<file path="src/rtl/alu_ctrl_pkg.sv">
// Shared definitions for the ALU controller: opcodes, FSM encoding and
// instruction field positions.
package alu_ctrl_pkg;

   localparam int unsigned DATA_W = 16;
   localparam int unsigned NREGS  = 4;

   // Instruction layout: [15:12] op, [11:10] rd, [9:8] rs, [7:0] imm8
   localparam int unsigned OP_HI  = 15;
   localparam int unsigned OP_LO  = 12;
   localparam int unsigned RD_HI  = 11;
   localparam int unsigned RD_LO  = 10;
   localparam int unsigned RS_HI  = 9;
   localparam int unsigned RS_LO  = 8;
   localparam int unsigned IMM_HI = 7;
   localparam int unsigned IMM_LO = 0;

   typedef enum logic [3:0] {
      OP_ADD = 4'b0000,
      OP_SUB = 4'b0001,
      OP_AND = 4'b0010,
      OP_OR  = 4'b0011,
      OP_XOR = 4'b0100,
      OP_SHL = 4'b0101,
      OP_SHR = 4'b0110,
      OP_NOT = 4'b0111,
      OP_LDR = 4'b1000,
      OP_STR = 4'b1001,
      OP_LDI = 4'b1010,
      OP_RSV = 4'b1011,
      OP_JMP = 4'b1100,
      OP_BNE = 4'b1101,
      OP_BEQ = 4'b1110,
      OP_NOP = 4'b1111
   } opcode_e;

   typedef enum logic [1:0] {
      ST_IDLE = 2'd0,
      ST_EXEC = 2'd1,
      ST_MEM  = 2'd2
   } state_e;

   function automatic logic [DATA_W-1:0] zext_imm(input logic [7:0] imm);
      return {8'h00, imm};
   endfunction

endpackage

</file>
<file path="src/rtl/ctrl_regfile.sv">
// Four-entry register file: one write port, two operand read ports and a
// combinational debug read port.
module ctrl_regfile
   import alu_ctrl_pkg::*;
(
   input  logic              clk,
   input  logic              rst_n,
   input  logic              we_i,
   input  logic [1:0]        waddr_i,
   input  logic [DATA_W-1:0] wdata_i,
   input  logic [1:0]        raddr_a_i,
   input  logic [1:0]        raddr_b_i,
   input  logic [1:0]        dbg_sel_i,
   output logic [DATA_W-1:0] rdata_a_o,
   output logic [DATA_W-1:0] rdata_b_o,
   output logic [DATA_W-1:0] dbg_data_o
);

   logic [DATA_W-1:0] regs_q [NREGS];

   // NOTE: this storage is tiny and must read as zero after reset, so it is a
   // reset flop array rather than a RAM macro.
   always_ff @(posedge clk or negedge rst_n) begin
      if (!rst_n) begin
         for (int i = 0; i < NREGS; i++) regs_q[i] <= '0;
      end else if (we_i) begin
         regs_q[waddr_i] <= wdata_i;
      end
   end

   assign rdata_a_o  = regs_q[raddr_a_i];
   assign rdata_b_o  = regs_q[raddr_b_i];
   assign dbg_data_o = regs_q[dbg_sel_i];

endmodule

</file>
<file path="src/rtl/alu_controller.sv">
// Multi-cycle controller that decodes 16-bit instructions, drives an external
// ALU/memory datapath and keeps the register file and {Z,N,C,V} flags.
module alu_controller
   import alu_ctrl_pkg::*;
(
   input  logic              clk,
   input  logic              rst,
   input  logic              instr_valid,
   input  logic [15:0]       instr,
   output logic              instr_ready,
   output logic [3:0]        alu_op,
   output logic [DATA_W-1:0] alu_a,
   output logic [DATA_W-1:0] alu_b,
   output logic              mem_en,
   output logic              mem_wr_en,
   input  logic [DATA_W-1:0] alu_result,
   input  logic              alu_c,
   input  logic              alu_v,
   output logic              done,
   output logic              err,
   output logic [3:0]        flags,
   input  logic [1:0]        dbg_sel,
   output logic [DATA_W-1:0] dbg_data
);

   state_e            state_q, state_d;
   logic [15:0]       ir_q, ir_d;
   logic              done_q, done_d;
   logic              err_q, err_d;
   logic [3:0]        flags_q, flags_d;

   logic              rf_we;
   logic [DATA_W-1:0] rf_wdata;
   logic [DATA_W-1:0] rd_val, rs_val;
   logic              upd_flags;

   opcode_e           op;
   logic [1:0]        rd_idx, rs_idx;
   logic [DATA_W-1:0] imm_ext;

   assign op      = opcode_e'(ir_q[OP_HI:OP_LO]);
   assign rd_idx  = ir_q[RD_HI:RD_LO];
   assign rs_idx  = ir_q[RS_HI:RS_LO];
   assign imm_ext = zext_imm(ir_q[IMM_HI:IMM_LO]);

   ctrl_regfile u_regfile (
      .clk        (clk),
      .rst_n      (rst),
      .we_i       (rf_we),
      .waddr_i    (rd_idx),
      .wdata_i    (rf_wdata),
      .raddr_a_i  (rd_idx),
      .raddr_b_i  (rs_idx),
      .dbg_sel_i  (dbg_sel),
      .rdata_a_o  (rd_val),
      .rdata_b_o  (rs_val),
      .dbg_data_o (dbg_data)
   );

   // NOTE: state registers use non-blocking assignments so every flop samples
   // the pre-edge value of its neighbours.
   always_ff @(posedge clk or negedge rst) begin
      if (!rst) begin
         state_q <= ST_IDLE;
         ir_q    <= '0;
         done_q  <= 1'b0;
         err_q   <= 1'b0;
         flags_q <= '0;
      end else begin
         state_q <= state_d;
         ir_q    <= ir_d;
         done_q  <= done_d;
         err_q   <= err_d;
         flags_q <= flags_d;
      end
   end

   // NOTE: every output of this block gets a default first, so no path can
   // leave one unassigned and infer a latch.
   always_comb begin
      state_d     = state_q;
      ir_d        = ir_q;
      done_d      = 1'b0;
      err_d       = 1'b0;
      flags_d     = flags_q;
      rf_we       = 1'b0;
      rf_wdata    = alu_result;
      upd_flags   = 1'b0;
      instr_ready = 1'b0;
      alu_op      = OP_NOP;
      alu_a       = '0;
      alu_b       = '0;
      mem_en      = 1'b0;
      mem_wr_en   = 1'b0;

      case (state_q)
         ST_IDLE: begin
            instr_ready = 1'b1;
            if (instr_valid) begin
               ir_d    = instr;
               state_d = ST_EXEC;
            end
         end
         ST_EXEC: begin
            state_d = ST_IDLE;
            done_d  = 1'b1;
            case (op)
               OP_ADD, OP_SUB, OP_AND, OP_OR, OP_XOR, OP_SHL, OP_SHR: begin
                  alu_op    = op;
                  alu_a     = rd_val;
                  alu_b     = rs_val;
                  rf_we     = 1'b1;
                  upd_flags = 1'b1;
               end
               OP_NOT: begin
                  alu_op    = OP_NOT;
                  alu_a     = rd_val;
                  rf_we     = 1'b1;
                  upd_flags = 1'b1;
               end
               OP_LDR: begin
                  alu_op  = OP_LDR;
                  alu_b   = imm_ext;
                  mem_en  = 1'b1;
                  state_d = ST_MEM;
                  done_d  = 1'b0;
               end
               OP_STR: begin
                  alu_op    = OP_STR;
                  alu_a     = rd_val;
                  alu_b     = imm_ext;
                  mem_en    = 1'b1;
                  mem_wr_en = 1'b1;
               end
               OP_LDI: begin
                  rf_we    = 1'b1;
                  rf_wdata = imm_ext;
               end
               OP_JMP: begin
                  alu_op = OP_JMP;
                  alu_b  = imm_ext;
               end
               // Branch condition is resolved here from the latched Z flag
               OP_BNE: begin
                  alu_op = flags_q[3] ? OP_NOP : OP_JMP;
                  alu_b  = imm_ext;
               end
               OP_BEQ: begin
                  alu_op = flags_q[3] ? OP_JMP : OP_NOP;
                  alu_b  = imm_ext;
               end
               OP_RSV:  err_d = 1'b1;
               default: ;
            endcase
         end
         ST_MEM: begin
            alu_op    = OP_LDR;
            alu_b     = imm_ext;
            mem_en    = 1'b1;
            rf_we     = 1'b1;
            upd_flags = 1'b1;
            state_d   = ST_IDLE;
            done_d    = 1'b1;
         end
         default: state_d = ST_IDLE;
      endcase

      if (upd_flags) flags_d = {alu_result == '0, alu_result[15], alu_c, alu_v};
   end

   assign done  = done_q;
   assign err   = err_q;
   assign flags = flags_q;

endmodule

</file>
<file path="config.mk">
export PLATFORM = sky130hd
export DESIGN_NAME = alu_controller
export DESIGN_NICKNAME = d
export VERILOG_FILES = /design/src/rtl/alu_ctrl_pkg.sv /design/src/rtl/ctrl_regfile.sv /design/src/rtl/alu_controller.sv
export SDC_FILE = /design/constraint.sdc
export NUM_CORES = 1
export LEC_CHECK = 0
export ABC_AREA = 1
export BUFFER_PORTS_ARGS = -buffer_cell sky130_fd_sc_hd__buf_2
export CELL_PAD_IN_SITES_DETAIL_PLACEMENT = 0
export CELL_PAD_IN_SITES_GLOBAL_PLACEMENT = 2
export CORE_ASPECT_RATIO = 0.8
export CORE_MARGIN = 3
export CORE_UTILIZATION = 33
export DETAILED_ROUTE_END_ITERATION = 10
export PLACE_DENSITY_LB_ADDON = 0.1
export SLEW_MARGIN = 20
export SYNTH_ARGS = -nofsm -noshare
export SYNTH_HDL_FRONTEND = slang
export SYNTH_SLANG_ARGS = --single-unit
export TNS_END_PERCENT = 1
</file>
<file path="constraint.sdc">
create_clock -name clk -period 3.5 [get_ports clk]
set_clock_uncertainty 0.05 [all_clocks]
set_input_delay 0.175 -clock clk [delete_from_list [all_inputs] [get_ports clk]]
set_output_delay 0.175 -clock clk [all_outputs]
set_load 0.1 [all_outputs]
</file>
* After elaboration in Yosys (flattened, before gate mapping) *
Cells that the tools add are included.

operators by class
  $add $sub $neg = 0
  multiply operators = 0
  divide/modulo/power cells = 0
  $lt $le $gt $ge = 4
  equality and inequality tests = 17
  shift-type cells = 0
  multiplexer cells = 38
  bitwise gates (word level) = 3
  reduce and logical (&&, ||, !) cells = 11

operators by type and width
  operator            count
  $mux 16             11
  $bmux 16 s2         3
  $bwmux 64           1
  $pmux 16 s2         2
  $demux 16 s2        1
  $eq 4x4->1 const B  7
  $pmux 4 s7          1
  $reduce_or 9->1     2
  $eq 4x3->1 const B  4
  $logic_not 16->1    1
  $ge 3x3->1 const B  3
  $mux 1              9
  $not 2->3           3
  $eq 4x2->1 const B  2
  $mux 2              4
  $pmux 1 s2          4
  $pmux 4 s2          1
  $reduce_or 8->1     1
  $reduce_or 7->1     1
  $reduce_or 5->1     1
  $eq 4x1->1 const B  1
  $logic_not 4->1     1
  $pmux 2 s2          1
  $lt 3x1->1 const B  1
  7 further kinds     7

word-level totals
  register bits after elaboration = 88
  bits in latches = 0
  bits in writable memories = 0
  ROM bits = 0
  input bits = 39
  output and inout port bits = 61
  memories = 0

* Depth between registers and ports, before layout *
Gate-level depths: netlist (run 1).

  word-level depth = 6
  depth in mapped cells = 11
  gate-level depth less buffers = 9

* By module *
Synthesis (run 1) repeated with hierarchy kept, for this count alone.

unflattened totals
  cells, all modules = 968
  area, all modules = 6190.9 µm²

modules (own cells, without submodules)
  module          times used  cells an instance  area an instance (µm²)  seq. area each (µm²)
  ctrl_regfile    1           718                4476.8                  1601.5
  alu_controller  1           250                1714.1                  600.6

* Least setup slack after synthesis (run 1) *
No wires, ideal clock.

  path kind = reg2out
  start point = register state_q[1]
  end point = output port alu_a[11]
  data arrival time = 3225 ps
  slack = 50 ps
  stages on the path, launching flop included = 7
  path buffers = 2
  cells stage by stage = dfrtp_1 > inv_1 > ha_1 > buf_4 > nand3_1 > clkbuf_1 > nor3_1

on the way
  longest elaborated chain between the ends = 2

ends and longest elaborated chain
  what                    line                  RTL
  start, declared         alu_controller.sv:26  state_e state_q, state_d;
  start signal, assigned  alu_controller.sv:70  state_q <= state_d;
  $eq 2x1->1              alu_controller.sv:96  case (state_q)
  $mux 16                 alu_controller.sv:96
  end, declared           alu_controller.sv:12  output logic [DATA_W-1:0] alu_a,

No other way between the ends.

* Worst setup path in the final report (run 1) *
  start point = register state_q[1]
  end point = output port alu_b[2]

on the way
  longest elaborated chain between the ends = 2
  elaborated cells on any way between the ends = 3
  those cells by class = 2 x eq/ne; 1 x mux

ends and longest elaborated chain
  what                                             line                  RTL
  $eq 2x2->1 / $eq 2x1->1 (equally long branches)  alu_controller.sv:96
  $pmux 16 s2 (*)                                  alu_controller.sv:96
  end, declared                                    alu_controller.sv:13  output logic [DATA_W-1:0] alu_b,

Mark *: on every way between the ends. The rest lies on a longest branch, timed or not.

==> results of run 1 <==
## per-stage QoR
stage	setup slack [ns]	power, mW	instances	util	instance area (um^2)
after floorplan	0.0503	4.36	777	-	5410
after global placement	0.985	5.13	1070	0.385	6130
after detailed placement	0.923	5.17	1070	0.385	6130
after CTS	0.540	6.24	1090	0.408	6480
after global routing	0.285	6.65	1091	0.408	6490
final	0.540	6.25	1091	0.408	6490
## flip-flops by register name, summed over array words and instances, names as in the netlist
register,cells
flags,4
ir_q,16
u_regfile.regs_q,64
err,1
done,1
state_q,2
## area by class of cell
cell class | count | area, um^2
clock buffer | 13 | 250
clock inverter | 3 | 65.1
fill | 1708 | 9410
inverter | 67 | 251
multi-input combinational | 579 | 2730
sequential | 88 | 2200
tap | 215 | 269
timing repair buffer | 126 | 726
## kinds of logic after synthesis
family	count (synthesis)	share of synthesized area
DFF	88	0.407
buffers and inverters	110	0.0886
adders and majority gates	3	0.00694
AOI/OAI and AO/OA	163	0.170
muxes	8	0.0167
and+or+nand+nor	405	0.311
## placed cells by master, fill, tap and decap left out, types with 2 or more instances in the layout
cell,instances
nor2_1,65
or2_2,3
nand3b_1,2
nor3_1,7
mux2_2,8
clkbuf_16,9
nor2_2,2
nand3_1,71
o211ai_1,6
bufinv_16,2
dfrtp_1,88
buf_2,98
o2111ai_1,8
clkbuf_1,3
o22ai_1,17
ha_1,3
a22o_1,6
clkinv_1,2
nand2_2,5
o21ai_0,72
nand2_1,245
a21oi_1,50
inv_2,2
dlygate4sd3_1,5
nand4_1,2
buf_4,22
inv_1,63
## power groups by stage
stage	Combinational, mW	Clock [mW]	Sequential (mW)
global placement	3.20	0	1.94
global route	3.52	1.12	2.01
floorplan	2.40	0	1.96
CTS	3.24	1.08	1.93
detailed placement	3.23	0	1.94
finish	3.24	1.06	1.94
## metal layers
| layer | vias to the layer above | global-route usage | wire (um) |
|---|---|---|---|
| met5 | - | 0 | 0 |
| met4 | 0 | 0.0738 | 487 |
| met3 | 37 | 0.0468 | 1460 |
| met2 | 252 | 0.338 | 8860 |
| met1 | 2739 | 0.328 | 9240 |
| li1 | 2742 | - | - |
## worst reg2reg max path, cell delays in order, from the launching register on
cell     delay [ns]
dfrtp_1        0.39
inv_1          0.10
ha_1           0.38
nand3_4        0.14
nor2_4         0.09
buf_4          0.24
nand2_2        0.11
nand2_4        0.25
nand2_2        0.36
nand2_1        0.17
nand2_1        0.06
## how the worst max path moves through the flow
stage	to	slack [ns]
3_3_place_gp	alu_b[6]	0.98
6_report	alu_b[2]	0.54
5_1_grt	alu_b[0]	0.28
3_5_place_dp	alu_b[2]	0.92
2_1_floorplan	alu_a[11]	0.05
4_1_cts	alu_b[2]	0.54
==> results.md, run 1 <==
- Status: finished, final reports clean
- Remaining DRCs: 0
- Number of global-route vias before repair: approximately 5,500
- Slowest stage delay, CP: about 0.42 ns
- Die Ht: 120 um
- Post-DP HPWL: 13,500 um
- Setup Fix Bufs, Post-CTS: 0
- Setup TNS: 0 ns
- Clk pwr share: 0.170
- Final min period: 2.96 ns
- DR iter-0 viols: 401
- Pwr/cell area: 962 nW/um^2
- Cell internal pwr: 2.85 mW
- Hold Vio Cnt, Final: 0
- Critical Path RT: 3.27 ns
- CP Cell Sequence: inv_1 > ha_1 > nand2_1 > inv_1 > o211ai_2 > inv_1 > nand2_1 > nand2_1 > buf_2
- # nets final: approximately 900
- DIE WIDTH: 149 um
- Startpoint Class: flop
- Max-cap viol count: 0
- Reg power frac: 0.311
- Routability congestion estimate: 0.829
- Area of the core: 15,900 um^2
- Worst setup path category: flop to output pin
- Post-synth top cells: nand2_1 (245), dfrtp_1 (88), o21ai_0 (72)
- FFs w/ async S/R, synth: 1.00
- Post-synthesis cell count: 777
- Worst VDD drop: 0.614 mV
- Leakage power: 3.39 nW
- Mapped Area: 5410 um^2
- Row count: ~40
- Max Freq: 0.338 GHz
- Sink Count: 88
- Hold Crit Start: instr[3]
- FF-to-FF End: u_regfile.regs_q[44]
- First-pass GRT wire length: 31,200 um
- Endpoint type of the worst setup path: output pin
- Area growth syn-to-layout: 20.1%
- CTS tree: built
- Hold Crit Class: primary input to flop
- Hold WS: 0.0107 ns
- Critical path peak fanout: 9
- Vias: about 5,800
- Slew headroom: 0.313
- Net switching power: 3.39 mW
- R2R Setup Slk: 1.06 ns
- Post-synth EDFFs: 0
- WHS Path Cells: 2
- Vias per Instance: 5.29
- Root Buffer: clkbuf_16
- Worst-Skew Late Latency: 0.35 ns
- Area of the die: between 15,000 and 20,000 um^2
- Port Buf Inserts: 99
- Final setup vio count: 0
- Synth warnings: 0
- Critical path startpoint: state_q[1]
- Inserted Diodes: 0
- Power share of the combinational group: 0.519
- Worst EP arrival: around 2.7 ns
- Yosys top cell area share: 0.407
- CP delay by family, top: buffers and inverters
- Average wire per standard cell: 18.4 um
- Final WL: approximately 20,000 um
- FF-to-FF Start: state_q[1]
- Seq cells post-synth: between 80 and 90
- Period utilisation layout: 0.846
- H-tree levels: 3
- Tot GR Track Use: 0.226
- Synth area leader: dfrtp_1
- Max Root-Sink Buffers: 2
- Seq/Total Area, Yosys: 0.407
- DRT Pass-1 Iters: 5
- Buf+Inv Stages, Crit Path: 4
- Mapped Nets: 819
- WP depth: 9
- Worst reg2reg path depth: 10
- Post_cts resized: 0
- Post-CTS Hold Buffers: 4
- Fraction of layout cells with a size suffix above 1: 0.182
- Total grt overflow: 0
- Top-count cell post-synth: nand2_1
- Fin. max-slew vios: 0
- Ys flop type: dfrtp_1
- Initial antenna violation count: 0
- Synth area leaders: dfrtp_1 (41%), nand2_1 (17%), o21ai_0 (6.7%), nand3_1 (6.6%), nor2_1 (4.7%)
- Worst Hold Endpoint: ir_q[3]
- Cts bufs inserted: 9
- Netlist cell types: 33
- Initial Utilization: 0.340
- Post-route ant nets: 0
- Switching share of power: 0.543
- Crit-path slowest cell: buf_2
- Ports: 100
- Least-Margin Pin Slew: 1.03 ns
- Avg Cell Area, Syn: around 7.0 um^2
- RSZ-0062 raised after global routing: false
- Clk slew on worst S/H paths: 0.06 ns
- Largest net degree at the start of global routing: 39
Power figures use the tool's default switching activity.
==> run 2: changes to the inputs <==
CORE_UTILIZATION = 31   (was 33)
clock period = 3 ns   (was 3.5 ns; I/O delays follow)
==> results.md, run 2 (synthesis gave the netlist of run 1 again) <==
- First-pass GRT wire length: 31,600 um (+1.2%)
- Met3 wire len: 1470 um (+0.41%)
- Max Root-Sink Buffers: 2 (unchanged)
- Period utilisation layout: 0.928
- Final WL: 20,400 um (+1.8%)
- Non-filler cells, final: 1,105 (+1.3%)
- Ports: 100 (unchanged)
- Area of the die: 19,100 um^2 (+6.2%)
- Post-route ant nets: 0 (unchanged)
- Worst-Skew Late Latency: 0.34 ns (about the same)
- Pre-CTS WS: 0.536 ns (-0.387 ns)
- Routability congestion estimate: 0.843 (+1.6%)
- Number of global-route vias before repair: 5,711 (+3.0%)
- Worst VDD drop: 0.696 mV (+13%)
- Final setup vio count: 0 (unchanged)
- Max Freq: around 0.36 GHz
- Largest net degree at the start of global routing: 46 (+18%)
- Clk slew on worst S/H paths: 0.06 ns (about the same)
- Remaining DRCs: 0 (unchanged)
- FF-to-FF Start: state_q[0]
- DRT Pass-1 Iters: 5 (unchanged)
- Initial antenna violation count: 0 (unchanged)
- Status: finished, final reports clean
- Setup ws final: 0.217 ns (-0.322 ns)
- Leakage power: 3.45 nW (+1.6%)
- Commonest non-fill, non-tap cell in the layout: nand2_1
- DR iter-0 viols: 518 (+29%)
- Die Ht: 124 um (+3.0%)
- Fraction of layout cells with a size suffix above 1: 0.183 (+0.00154)
- Sink Count: 88 (unchanged)
- Row count: 42 (+2.4%)
- Cell internal pwr: 3.31 mW (+16%)
- RSZ-0062 raised after global routing: false
- Fin. max-slew vios: 0 (unchanged)
- Total grt overflow: 0 (unchanged)
- Net switching power: 3.96 mW (+17%)
- Switching share of power: 0.545 (+0.00123)
- H-tree levels: 3 (unchanged)
- Critical Path RT: 2.80 ns (-0.47 ns)
- DIE WIDTH: 154 um (+3.0%)
- Port Buf Inserts: 99 (unchanged)
- Setup Fix Bufs, Post-CTS: 0 (unchanged)
- Reg with most FFs: u_regfile.regs_q
- Most frequent cells in the layout: nand2_1 (245), buf_2 (89), dfrtp_1 (88)
- Inserted Diodes: 0 (unchanged)
- Setup TNS: 0 ns (unchanged)
- Critical path capture point: alu_b[5]
- Power share of the combinational group: 0.529 (+0.010)
- Cts bufs inserted: 9 (unchanged)
- Vias per Instance: 5.20 (-1.6%)
- Vias: 5,748 (-0.38%)
- # nets final: 922 (+0.99%)
- Top Metal Used: met4
- Worst EP arrival: 2.58 ns (-0.16 ns)
- Hold Vio Cnt, Final: 0 (unchanged)
- Post-DP HPWL: 13,500 um (-0.33%)
- Reg power frac: 0.310 (about the same)
- Dpl cells: 1,074 (+0.37%)
- Average wire per standard cell: 18.5 um (+0.54%)
- FF-to-FF End: u_regfile.regs_q[52]
- Met1 WL: 9190 um (-0.53%)
- Max reg flops: 64 (unchanged)
- Least-Margin Pin Slew: 0.916 ns (-0.112 ns)
- Critical path startpoint: state_q[0]
- Critical path peak fanout: 9 (unchanged)
- Hold Crit Class: primary input to flop
- R2R Setup Slk: 0.83 ns (-0.23 ns)
- Area of the core: 16,800 um^2 (+5.7%)
- Final min period: 2.78 ns
- Max-cap viol count: 0 (unchanged)
- Startpoint Class: flop
- Initial Utilization: 0.322 (-0.0185)
- Final Util: 0.400 (-0.00871)
- Slew headroom: 0.388 (+0.0750)
- CTS tree: built
- Worst setup path category: flop to output pin
- Area growth syn-to-layout: 24.3%
- Tot GR Track Use: 0.215 (-0.0111)
- Endpoint type of the worst setup path: output pin
- Root Buffer: clkbuf_16
- Pwr/cell area: 1080 nW/um^2 (+12%)
- Met2 wire len: 9340 um (+5.5%)
- Clk pwr share: 0.161 (-0.009)
- Worst reg2reg path depth: 9 (-1)
[run 2: metal layers]
layer / global-route usage / vias up
li1: - / 2757
met1: 0.289 / 2733
met2: 0.347 / 232
met3: 0.0497 / 26
met4: 0.0700 / 0
met5: 0 / -
[run 2: worst min-delay path by stage]
stage          slack [ns]      start  cells past startpoint              endpoint
6_report             0.01  instr[11]                      3              ir_q[11]
5_1_grt             0.008  instr[11]                      3              ir_q[11]
4_1_cts             0.001  instr[11]                      3              ir_q[11]
3_5_place_dp         0.15        rst                      1  u_regfile.regs_q[49]
3_3_place_gp         0.16        rst                      1  u_regfile.regs_q[33]
2_1_floorplan       -0.20        rst                      0                  done
[run 2: critical path: stages (launching register included)]
cell and delay, ns:
dfrtp_1 0.35, inv_1 0.07, ha_1 0.35, nand2_1 0.11, inv_1 0.12, o211ai_2 0.37
inv_2 0.29, nand2_1 0.08, nand2_1 0.08, buf_2 0.42
[run 2: final cells by class]
type                       instances  area [um^2]
fill                            1780        10100
multi-input combinational        579         2730
sequential                        88         2200
timing repair buffer             135          953
tap                              220          275
clock buffer                      11          253
inverter                          67          251
clock inverter                     5         55.1
[run 2: power by group through the flow]
stage / clock network [mW] / logic [mW] / registers, mW
floorplan: 0 / 2.80 / 2.29
global placement: 0 / 3.80 / 2.24
detailed placement: 0 / 3.84 / 2.25
CTS: 1.21 / 3.86 / 2.24
global route: 1.25 / 4.16 / 2.34
finish: 1.17 / 3.85 / 2.26
[run 2: metrics by stage]
stage               power, mW  area, um^2  hold WS (ns)
global route             7.76        6720       0.00763
detailed placement       6.09        6260         0.154
global placement         6.04        6260         0.155
floorplan                5.08        5410        -0.196
finish                   7.27        6720        0.0106
CTS                      7.31        6720       0.00139
[run 2: repair_timing]
item                                    CTS  global route
hold buffers                             15             0
endpoints found under the hold margin    57             0
endpoints found under the setup margin    0             7
resized for setup                         0             1
==> run 3: changes to the inputs <==
--- a/config.mk
+++ b/config.mk
@@ -15,4 +15,5 @@
 export DETAILED_ROUTE_END_ITERATION = 10
 export PLACE_DENSITY_LB_ADDON = 0.1
+export REMOVE_ABC_BUFFERS = 1
 export SLEW_MARGIN = 20
 export SYNTH_ARGS = -nofsm -noshare
==> constraint.sdc (replaced) <==
create_clock -name clk -period 3 [get_ports clk]
set_clock_uncertainty 0.05 [all_clocks]
set_input_delay 0.15 -clock clk [delete_from_list [all_inputs] [get_ports clk]]
set_output_delay 0.15 -clock clk [all_outputs]
set_load 0.05 [all_outputs]
==> results.md, run 3 (synthesis gave the netlist of run 1 again) <==
- Status: finished, final reports clean
- Pwr/cell area: 992 nW/um^2 (-8.3%)
- Hold Crit Class: primary input to flop
- Initial Utilization: 0.322 (unchanged)
- Post-route ant nets: 0 (unchanged)
- Vias per Instance: 5.22 (+0.31%)
- GRT met3 Usage: 0.0542 (+0.00452)
- Hold Vio Cnt, Final: 0 (unchanged)
- Average wire per standard cell: 19.3 um (+4.5%)
- Post-DP HPWL: 13,900 um (+3.1%)
- Area growth syn-to-layout: 22.8%
- Setup TNS: 0 ns (unchanged)
- Critical Path RT: 2.80 ns (about the same)
- Setup ws final: 0.447 ns (+0.230 ns)
- CP Cell Sequence: buf_4 > clkinv_1 > buf_4 > a21oi_1 > o21ai_0 > a21oi_1 > buf_2
- WP depth: 7 (-2)
- Endpoint type of the worst setup path: output pin
- H-tree levels: 3 (unchanged)
- Startpoint Class: flop
- Placed instance area: 6170 um^2 (-1.4%)
- Fraction of layout cells with a size suffix above 1: 0.184 (+0.000715)
- Area of the multi-input gates: 2730 um^2 (unchanged)
- Setup Fix Bufs, Post-CTS: 0 (unchanged)
- Total power: 6.58 mW (-9.4%)
- Commonest non-fill, non-tap cell in the layout: nand2_1
- CTS tree: built
- R2R Setup Slk: 0.85 ns (+0.02 ns)
- Inserted Diodes: 0 (unchanged)
- Worst-Skew Late Latency: 0.35 ns (about the same)
- CP delay by family, top: buffers and inverters
- Fill count: 1,795 (+0.84%)
- Reg with most FFs: u_regfile.regs_q
- Period utilisation layout: 0.851 (-0.0765)
- Max Freq: 0.392 GHz (+9.0%)
- DIE WIDTH: 154 um (unchanged)
- Max-cap viol count: 0 (unchanged)
- Tot GR Track Use: 0.230 (+0.0148)
- Routability congestion estimate: 0.873 (+3.5%)
- Port Buf Inserts: 99 (unchanged)
- FF+latch area: 2200 um^2 (unchanged)
- RSZ-0062 raised after global routing: false
- GRT Max-Usage Layer: met2
- Number of global-route vias before repair: 5,698 (-0.23%)
- Hold WS: 0.0204 ns (+0.00973 ns)
- DR iter-0 viols: 392 (-24%)
- Root Buffer: clkbuf_16
- Worst EP arrival: 2.35 ns (-0.23 ns)
- Initial antenna violation count: 0 (unchanged)
- Slew headroom: 0.400 (+0.0120)
- Sink Count: 88 (unchanged)
- Final instance area: 6640 um^2 (-1.2%)
- Dpl cells: 1,077 (+0.28%)
- Area of the core: 16,800 um^2 (unchanged)
- Critical path startpoint: ir_q[8]
- Cts bufs inserted: 9 (unchanged)
- Final Util: 0.395 (-0.00491)
- Final setup vio count: 0 (unchanged)
- Buf+Inv Stages, Crit Path: 4 (unchanged)
- # nets final: 924 (+0.22%)
- Row count: 42 (unchanged)
- M1 GR Usage: 0.307 (+0.0179)
- Final min period: 2.55 ns (-0.230 ns)
- Most frequent cells in the layout: nand2_1 (245), buf_2 (98), dfrtp_1 (88)
- Max reg flops: 64 (unchanged)
- Crit-path slowest cell: buf_4
- Worst VDD drop: 0.368 mV (-47%)
- First-pass GRT wire length: 33,400 um (+5.8%)
- Final WL: 21,400 um (+4.7%)
- Vias: 5,776 (+0.49%)
- Max Root-Sink Buffers: 2 (unchanged)
- Pre-CTS WS: 0.843 ns (+0.307 ns)
- M2 GR Usage: 0.371 (+0.0241)
- Ports: 100 (unchanged)
- Critical path peak fanout: 38 (+29)
- Largest net degree at the start of global routing: 43 (-6.5%)
- Die Ht: 124 um (unchanged)
- Slowest stage delay, CP: 0.35 ns (-0.07 ns)
- Worst reg2reg path depth: 10 (+1)
- Remaining DRCs: 0 (unchanged)
- Leakage power: 3.44 nW (about the same)
- Critical path capture point: alu_b[8]
- Clk slew on worst S/H paths: 0.07 ns (about the same)
- Fin. max-slew vios: 0 (unchanged)
- Least-Margin Pin Slew: 0.900 ns (-0.0167 ns)
- Worst setup path category: flop to output pin
- Area of the die: 19,100 um^2 (unchanged)
- FF-to-FF Start: state_q[1]
- Total grt overflow: 0 (unchanged)
- FF-to-FF End: u_regfile.regs_q[22]
- DRT Pass-1 Iters: 5 (unchanged)
- Non-filler cells, final: 1,107 (+0.18%)
==> run 3: cell type report <==
class / count / share of cell area
tap: 220 / 0.0415
clock inverter: 5 / 0.0121
clock buffer: 11 / 0.0366
multi-input combinational: 579 / 0.411
sequential: 88 / 0.332
timing repair buffer: 137 / 0.129
inverter: 67 / 0.0379
==> run 3: layer usage <==
metal,vias to the layer above,share of wire
li1,2767,-
met1,2760,0.45
met2,206,0.46
met3,43,0.066
met4,0,0.024
met5,-,0
==> run 3: timing repair <==
item,CTS,global route
hold endpoints to repair,53,0
hold buffers,14,0
gates resized for setup,0,0
==> run 3: worst min path at each step <==
| stage | from | to | slack, ns | cells after the start |
|---|---|---|---|---|
| 2_1_floorplan | rst | done | -0.20 | 0 |
| 3_3_place_gp | rst | u_regfile.regs_q[30] | 0.15 | 1 |
| 3_5_place_dp | rst | u_regfile.regs_q[14] | 0.15 | 1 |
| 4_1_cts | instr[8] | ir_q[8] | 0.01 | 3 |
| 5_1_grt | instr[10] | ir_q[10] | 0.03 | 3 |
| 6_report | instr[11] | ir_q[11] | 0.02 | 3 |
==> run 3: report_power, final <==
| part | leakage [nW] | total (mW) | switching [mW] | internal, mW |
|---|---|---|---|---|
| registers | 1.00 | 2.26 | 0.548 | 1.72 |
| logic | 2.29 | 3.05 | 2.16 | 0.893 |
| clock network | 0.152 | 1.27 | 0.518 | 0.753 |
==> run 3: worst reg2reg max path, stage by stage, from the launching register on <==
cell	delay [ns]
dfrtp_1	0.39
inv_1	0.10
ha_1	0.15
buf_4	0.17
nand2_1	0.11
o21ai_2	0.21
inv_2	0.12
nand2_4	0.18
nand2_2	0.32
nand2_1	0.16
nand2_1	0.06
